[config.mk]
export PLATFORM = sky130hd
export DESIGN_NAME = gen_rr_arbiter
export DESIGN_NICKNAME = d
export VERILOG_FILES = /design/src/rtl/gen_rr_arbiter.sv
export SDC_FILE = /design/constraint.sdc
export NUM_CORES = 1
export LEC_CHECK = 0
export BUFFER_PORTS_ARGS = -buffer_cell sky130_fd_sc_hd__buf_2
export CORE_MARGIN = 5
export CORE_UTILIZATION = 45
export CTS_CLUSTER_SIZE = 20
export DETAILED_ROUTE_END_ITERATION = 10
export GPL_TIMING_DRIVEN = 0
export PLACE_DENSITY = 0.71
export REMOVE_ABC_BUFFERS = 1
export SLEW_MARGIN = 40
export SYNTH_ARGS = -nofsm -noshare
export SYNTH_HDL_FRONTEND = slang
export SYNTH_SLANG_ARGS = --single-unit
[constraint.sdc]
create_clock -name clk -period 3 [get_ports clk]
set_clock_uncertainty 0.1 [all_clocks]
set_input_delay 0.45 -clock clk [delete_from_list [all_inputs] [get_ports clk]]
set_output_delay 0.45 -clock clk [all_outputs]
set_load 0.02 [all_outputs]
[src/rtl/gen_rr_arbiter.sv]
// Round-robin arbiter: one shared lane, registered one-hot grant held until the owner releases.
// Optional forced revoke after MAX_HOLD grant cycles when built with GEN_ARB_TIMEOUT_EN.
module gen_rr_arbiter #(
    parameter int N        = 3,
    parameter int IDW      = 2,
    parameter int MAX_HOLD = 4
) (
    input  logic           clk,
    input  logic           rst_n,
    input  logic [N-1:0]   req,
    output logic [N-1:0]   gnt,
    output logic [IDW-1:0] gnt_id,
    output logic           busy,
    output logic           timeout
);

    typedef enum logic {S_IDLE, S_GRANT} state_t;

    state_t         r_state, w_state_nxt;
    logic [N-1:0]   r_gnt, w_gnt_nxt, w_req_m, w_hot;
    logic [IDW-1:0] r_gnt_id, w_gnt_id_nxt, r_ptr, w_ptr_nxt, w_win;
    logic           r_busy, w_busy_nxt, w_any, w_own, w_expire, w_take, w_hold;
    logic [IDW:0]   w_dist [N];
    logic [IDW:0]   w_best;

    // The current owner is masked so a handoff never re-selects it.
    generate
        for (genvar i = 0; i < N; i++) begin : g_lane
            assign w_req_m[i] = req[i] & ~r_gnt[i];
            assign w_dist[i]  = (IDW'(i) >= r_ptr) ? (IDW+1)'(i) - {1'b0, r_ptr}
                                                   : (IDW+1)'(i + N) - {1'b0, r_ptr};
            assign w_hot[i]   = (w_win == IDW'(i));
        end
    endgenerate

    always_comb begin
        w_any  = 1'b0;
        w_win  = '0;
        w_best = (IDW+1)'(N);
        for (int i = 0; i < N; i++) begin
            if (w_req_m[i] && (w_dist[i] < w_best)) begin
                w_any  = 1'b1;
                w_win  = IDW'(i);
                w_best = w_dist[i];
            end
        end
    end

    assign w_own = |(req & r_gnt);

`ifdef GEN_ARB_TIMEOUT_EN
    localparam int HW = $clog2(MAX_HOLD + 1);
    logic [HW-1:0] r_hcnt, w_hcnt_nxt;
    logic          r_timeout;

    // Revoke on the edge that would complete MAX_HOLD grant cycles.
    assign w_expire = w_own && (r_hcnt >= HW'(MAX_HOLD - 1));

    always_comb begin
        w_hcnt_nxt = '0;
        if (w_hold)
            w_hcnt_nxt = (r_hcnt == HW'(MAX_HOLD)) ? r_hcnt : r_hcnt + HW'(1);
    end

    always_ff @(posedge clk or negedge rst_n) begin
        if (!rst_n) begin
            r_hcnt    <= '0;
            r_timeout <= 1'b0;
        end else begin
            r_hcnt    <= w_hcnt_nxt;
            r_timeout <= w_expire;
        end
    end

    assign timeout = r_timeout;
`else
    assign w_expire = 1'b0;
    assign timeout  = 1'b0;
`endif

    assign w_take = (r_state == S_IDLE) ? w_any : ((!w_own || w_expire) && w_any);
    assign w_hold = (r_state == S_GRANT) && w_own && !w_expire;

    always_ff @(posedge clk or negedge rst_n) begin
        if (!rst_n) begin
            r_state  <= S_IDLE;
            r_gnt    <= '0;
            r_gnt_id <= '0;
            r_busy   <= 1'b0;
            r_ptr    <= '0;
        end else begin
            r_state  <= w_state_nxt;
            r_gnt    <= w_gnt_nxt;
            r_gnt_id <= w_gnt_id_nxt;
            r_busy   <= w_busy_nxt;
            r_ptr    <= w_ptr_nxt;
        end
    end

    always_comb begin
        w_state_nxt = r_state;
        case (r_state)
            S_IDLE:  if (w_any) w_state_nxt = S_GRANT;
            S_GRANT: if ((!w_own || w_expire) && !w_any) w_state_nxt = S_IDLE;
            default: w_state_nxt = S_IDLE;
        endcase
    end

    always_comb begin
        w_gnt_nxt    = '0;
        w_gnt_id_nxt = '0;
        w_busy_nxt   = 1'b0;
        w_ptr_nxt    = r_ptr;
        if (w_take) begin
            w_gnt_nxt    = w_hot;
            w_gnt_id_nxt = w_win;
            w_busy_nxt   = 1'b1;
            w_ptr_nxt    = (w_win == IDW'(N - 1)) ? '0 : w_win + IDW'(1);
        end else if (w_hold) begin
            w_gnt_nxt    = r_gnt;
            w_gnt_id_nxt = r_gnt_id;
            w_busy_nxt   = 1'b1;
        end
    end

    assign gnt    = r_gnt;
    assign gnt_id = r_gnt_id;
    assign busy   = r_busy;

endmodule

==> impl_metrics.env <==
export IMPL_dr_pass1_iters=4
export IMPL_clk_path_buf_depth=2
export IMPL_crit_start="r_ptr[0]"
export IMPL_first_global_vias=540
export IMPL_fmax_mhz=351.7
export IMPL_r2r_slack_ns=0.16
export IMPL_numCtsBuffers=3
export IMPL_syn_avg_cell_area_um2=9.334
export IMPL_place_area_um2=641.9
export IMPL_crit_path_end_kind="register"
export IMPL_path_class="register to register"
export IMPL_port_buffer_count=10
export IMPL_grt_overflow=0
export IMPL_drt_total_wl_mm=1.430
export IMPL_post_route_min_period_ns=2.843
export IMPL_endpoint="r_ptr[0]"
export IMPL_tightest_slew_ns=0.5192
export IMPL_netlist_top_cells_area="dfrtp_1 (34%), ha_1 (17%), a21o_1 (3.8%), nor2_1 (3.8%), a21oi_1 (3.4%)"
export IMPL_r2r_start="r_ptr[0]"
export IMPL_post_route_util_pct=64.00
export IMPL_start_kind="register"
export IMPL_synth_largest_area_cell="dfrtp_1"
export IMPL_post_dp_hpwl_um=995.2
export IMPL_grt_max_degree=9
export IMPL_nNetsFinal=97
export IMPL_cts_sinks=8
export IMPL_finalSetupViolCount=0
export IMPL_post_drt_wl_per_cell_um=14.74
export IMPL_rsz0062_at_grt="no"
export IMPL_fin_area_um2=812.0
export IMPL_outcome="finished clean"
export IMPL_fin_ws_ns=0.1571
export IMPL_preCtsSetupSlack_ns=-0.3581
export IMPL_ir_drop_mv=0.5378
export IMPL_syn_area_um2=588.1
export IMPL_synth_cells=63
export IMPL_fin_crit_sh_pct=94.76
export IMPL_critical_path_arrival_ns=2.88
export IMPL_synth_edf_count=0
export IMPL_area_growth_pct=38.09
export IMPL_reg2reg_depth=13
export IMPL_cp_required_ns=3.03
export IMPL_max_cap_viol_count=0
export IMPL_synth_common_cells="dfrtp_1 (8), ha_1 (8), nor2_1 (6)"
export IMPL_gp_congestion=0.7840
export IMPL_first_iter_violations=13
export IMPL_synthArstFlopShare_pct=100.0
export IMPL_drc=0
export IMPL_dieWidth_um=46.15
export IMPL_drive_gt1_share_pct=50.00
export IMPL_detail_route_antenna_nets=0
export IMPL_pin_count=12
export IMPL_start_util_pct=46.35
export IMPL_cts_tree="built"
export IMPL_maxSlewHeadroom_pct=65.38
export IMPL_ys_ff_latch=8
export IMPL_synth_warnings=0
export IMPL_min_path_type="register to register"
export IMPL_path_max_fanout=6
export IMPL_min_from="gnt_id[1]"
export IMPL_p_leak_uw=0.0004016
export IMPL_via_count=541
export IMPL_p_per_area_nw_per_um2=1098
export IMPL_seq_area_frac_synth_pct=34.04
export IMPL_cts_max_level=1
export IMPL_dieArea_um2=2130
export IMPL_drv_slew=0
export IMPL_core_area_um2=1269
export IMPL_fillers=113
export IMPL_root_buffer="clkbuf_4"
export IMPL_track_usage_pct=15.32
export IMPL_diodes=0
export IMPL_rows=13
export IMPL_antenna_found_initial=0
export IMPL_r2r_end="r_ptr[0]"
export IMPL_clk_latency_ns=0.24
export IMPL_synth_flop_cell="dfrtp_1"
export IMPL_hold_viol_final=0
export IMPL_die_h_um=46.15
export IMPL_synth_top_cell_area_share_pct=34.04
export IMPL_detail_route_vias_per_cell=5.577
export IMPL_clk_pin_slew_ns=0.05
export IMPL_grt_pass1_wl_mm=2.256
export IMPL_synth_cell_types=27
-- power breakdown --
group          total, uW  internal [uW]  switching, uW
registers            197            154           43.3
logic                617            295            323
clock network       77.2           45.4           31.7
-- state kept, by name (all words and copies together), names as in the netlist --
register	flops
busy	1
gnt	2
gnt_id	2
r_ptr	2
r_state	1
-- timing repair --
action | CTS | global route
setup endpoints to repair | 8 | 8
hold endpoints to repair | 8 | 0
pin swaps | 1 | 5
buffers inserted | 4 | 3
cloned | 0 | 0
gates resized for setup | 9 | 12
hold buffers | 1 | 0
-- worst min-delay path by stage --
stage | end | cells after the start
floorplan | busy | 0
global placement | busy | 1
detailed placement | busy | 1
CTS | gnt_id[1] | 2
global route | gnt_id[1] | 2
finish | gnt_id[1] | 2
-- critical path, stage by stage (launching register included) --
cell	delay, ns
dfrtp_2	0.44
buf_12	0.13
ha_4	0.17
nor2_2	0.08
ha_2	0.31
a21oi_4	0.17
nand2b_1	0.09
o31ai_2	0.06
ha_2	0.32
o21ai_2	0.11
a21oi_1	0.04
and4b_4	0.37
o32ai_1	0.12
a21o_1	0.22
-- metrics by stage --
| stage | TNS (ns) | hold WS, ns | instances | power [uW] |
|---|---|---|---|---|
| floorplan | 0 | 0.05441 | 61 | 515.2 |
| global placement | -0.5856 | 0.1955 | 86 | 607.3 |
| detailed placement | -1.576 | 0.2023 | 86 | 625.3 |
| CTS | 0 | 0.3934 | 94 | 767.2 |
| global route | 0 | 0.4371 | 97 | 961.2 |
| finish | 0 | 0.3888 | 97 | 891.8 |
-- cells in the final DEF, fill, tap and decap left out, types with 2 or more instances in the layout --
cell type	instances
buf_2	10
nor2_1	4
buf_4	6
nand2_1	4
clkbuf_4	3
ha_1	4
a21oi_1	3
o21ai_2	2
a21o_1	3
dfrtp_2	2
o21ai_0	2
nand2b_1	2
conb_1	2
inv_1	3
nor2_2	2
ha_2	3
or4_4	2
dfrtp_1	6
-- final cells by class --
cell class	count	area [um2]	share of cell area, %
inverter	4	17.52	2.157
timing repair buffer	18	125.1	15.41
sequential	8	202.7	24.96
multi-input combinational	49	425.4	52.39
tap	15	18.77	2.311
clock buffer	3	22.52	2.773
-- routing by layer --
layer  vias to the layer above  global-route usage (%)  part of all wire (%)
met3                         6                   1.563                   5.0
met1                       252                   16.82                    41
met5                         -                       0                     0
met2                        21                   24.73                    50
li1                        262                       -                     -
met4                         0                   15.34                   3.7
-- kinds of logic (layout without fill, tap and decap cells) --
logic type	after synthesis	in the layout	synth area share, %
fa+ha+maj	8	8	17.02
flops	8	8	34.04
buf+inv	6	25	5.105
compound gates	17	17	20.85
simple gates	22	22	21.70
other cells	2	2	1.277
Power figures use the tool's default switching activity.
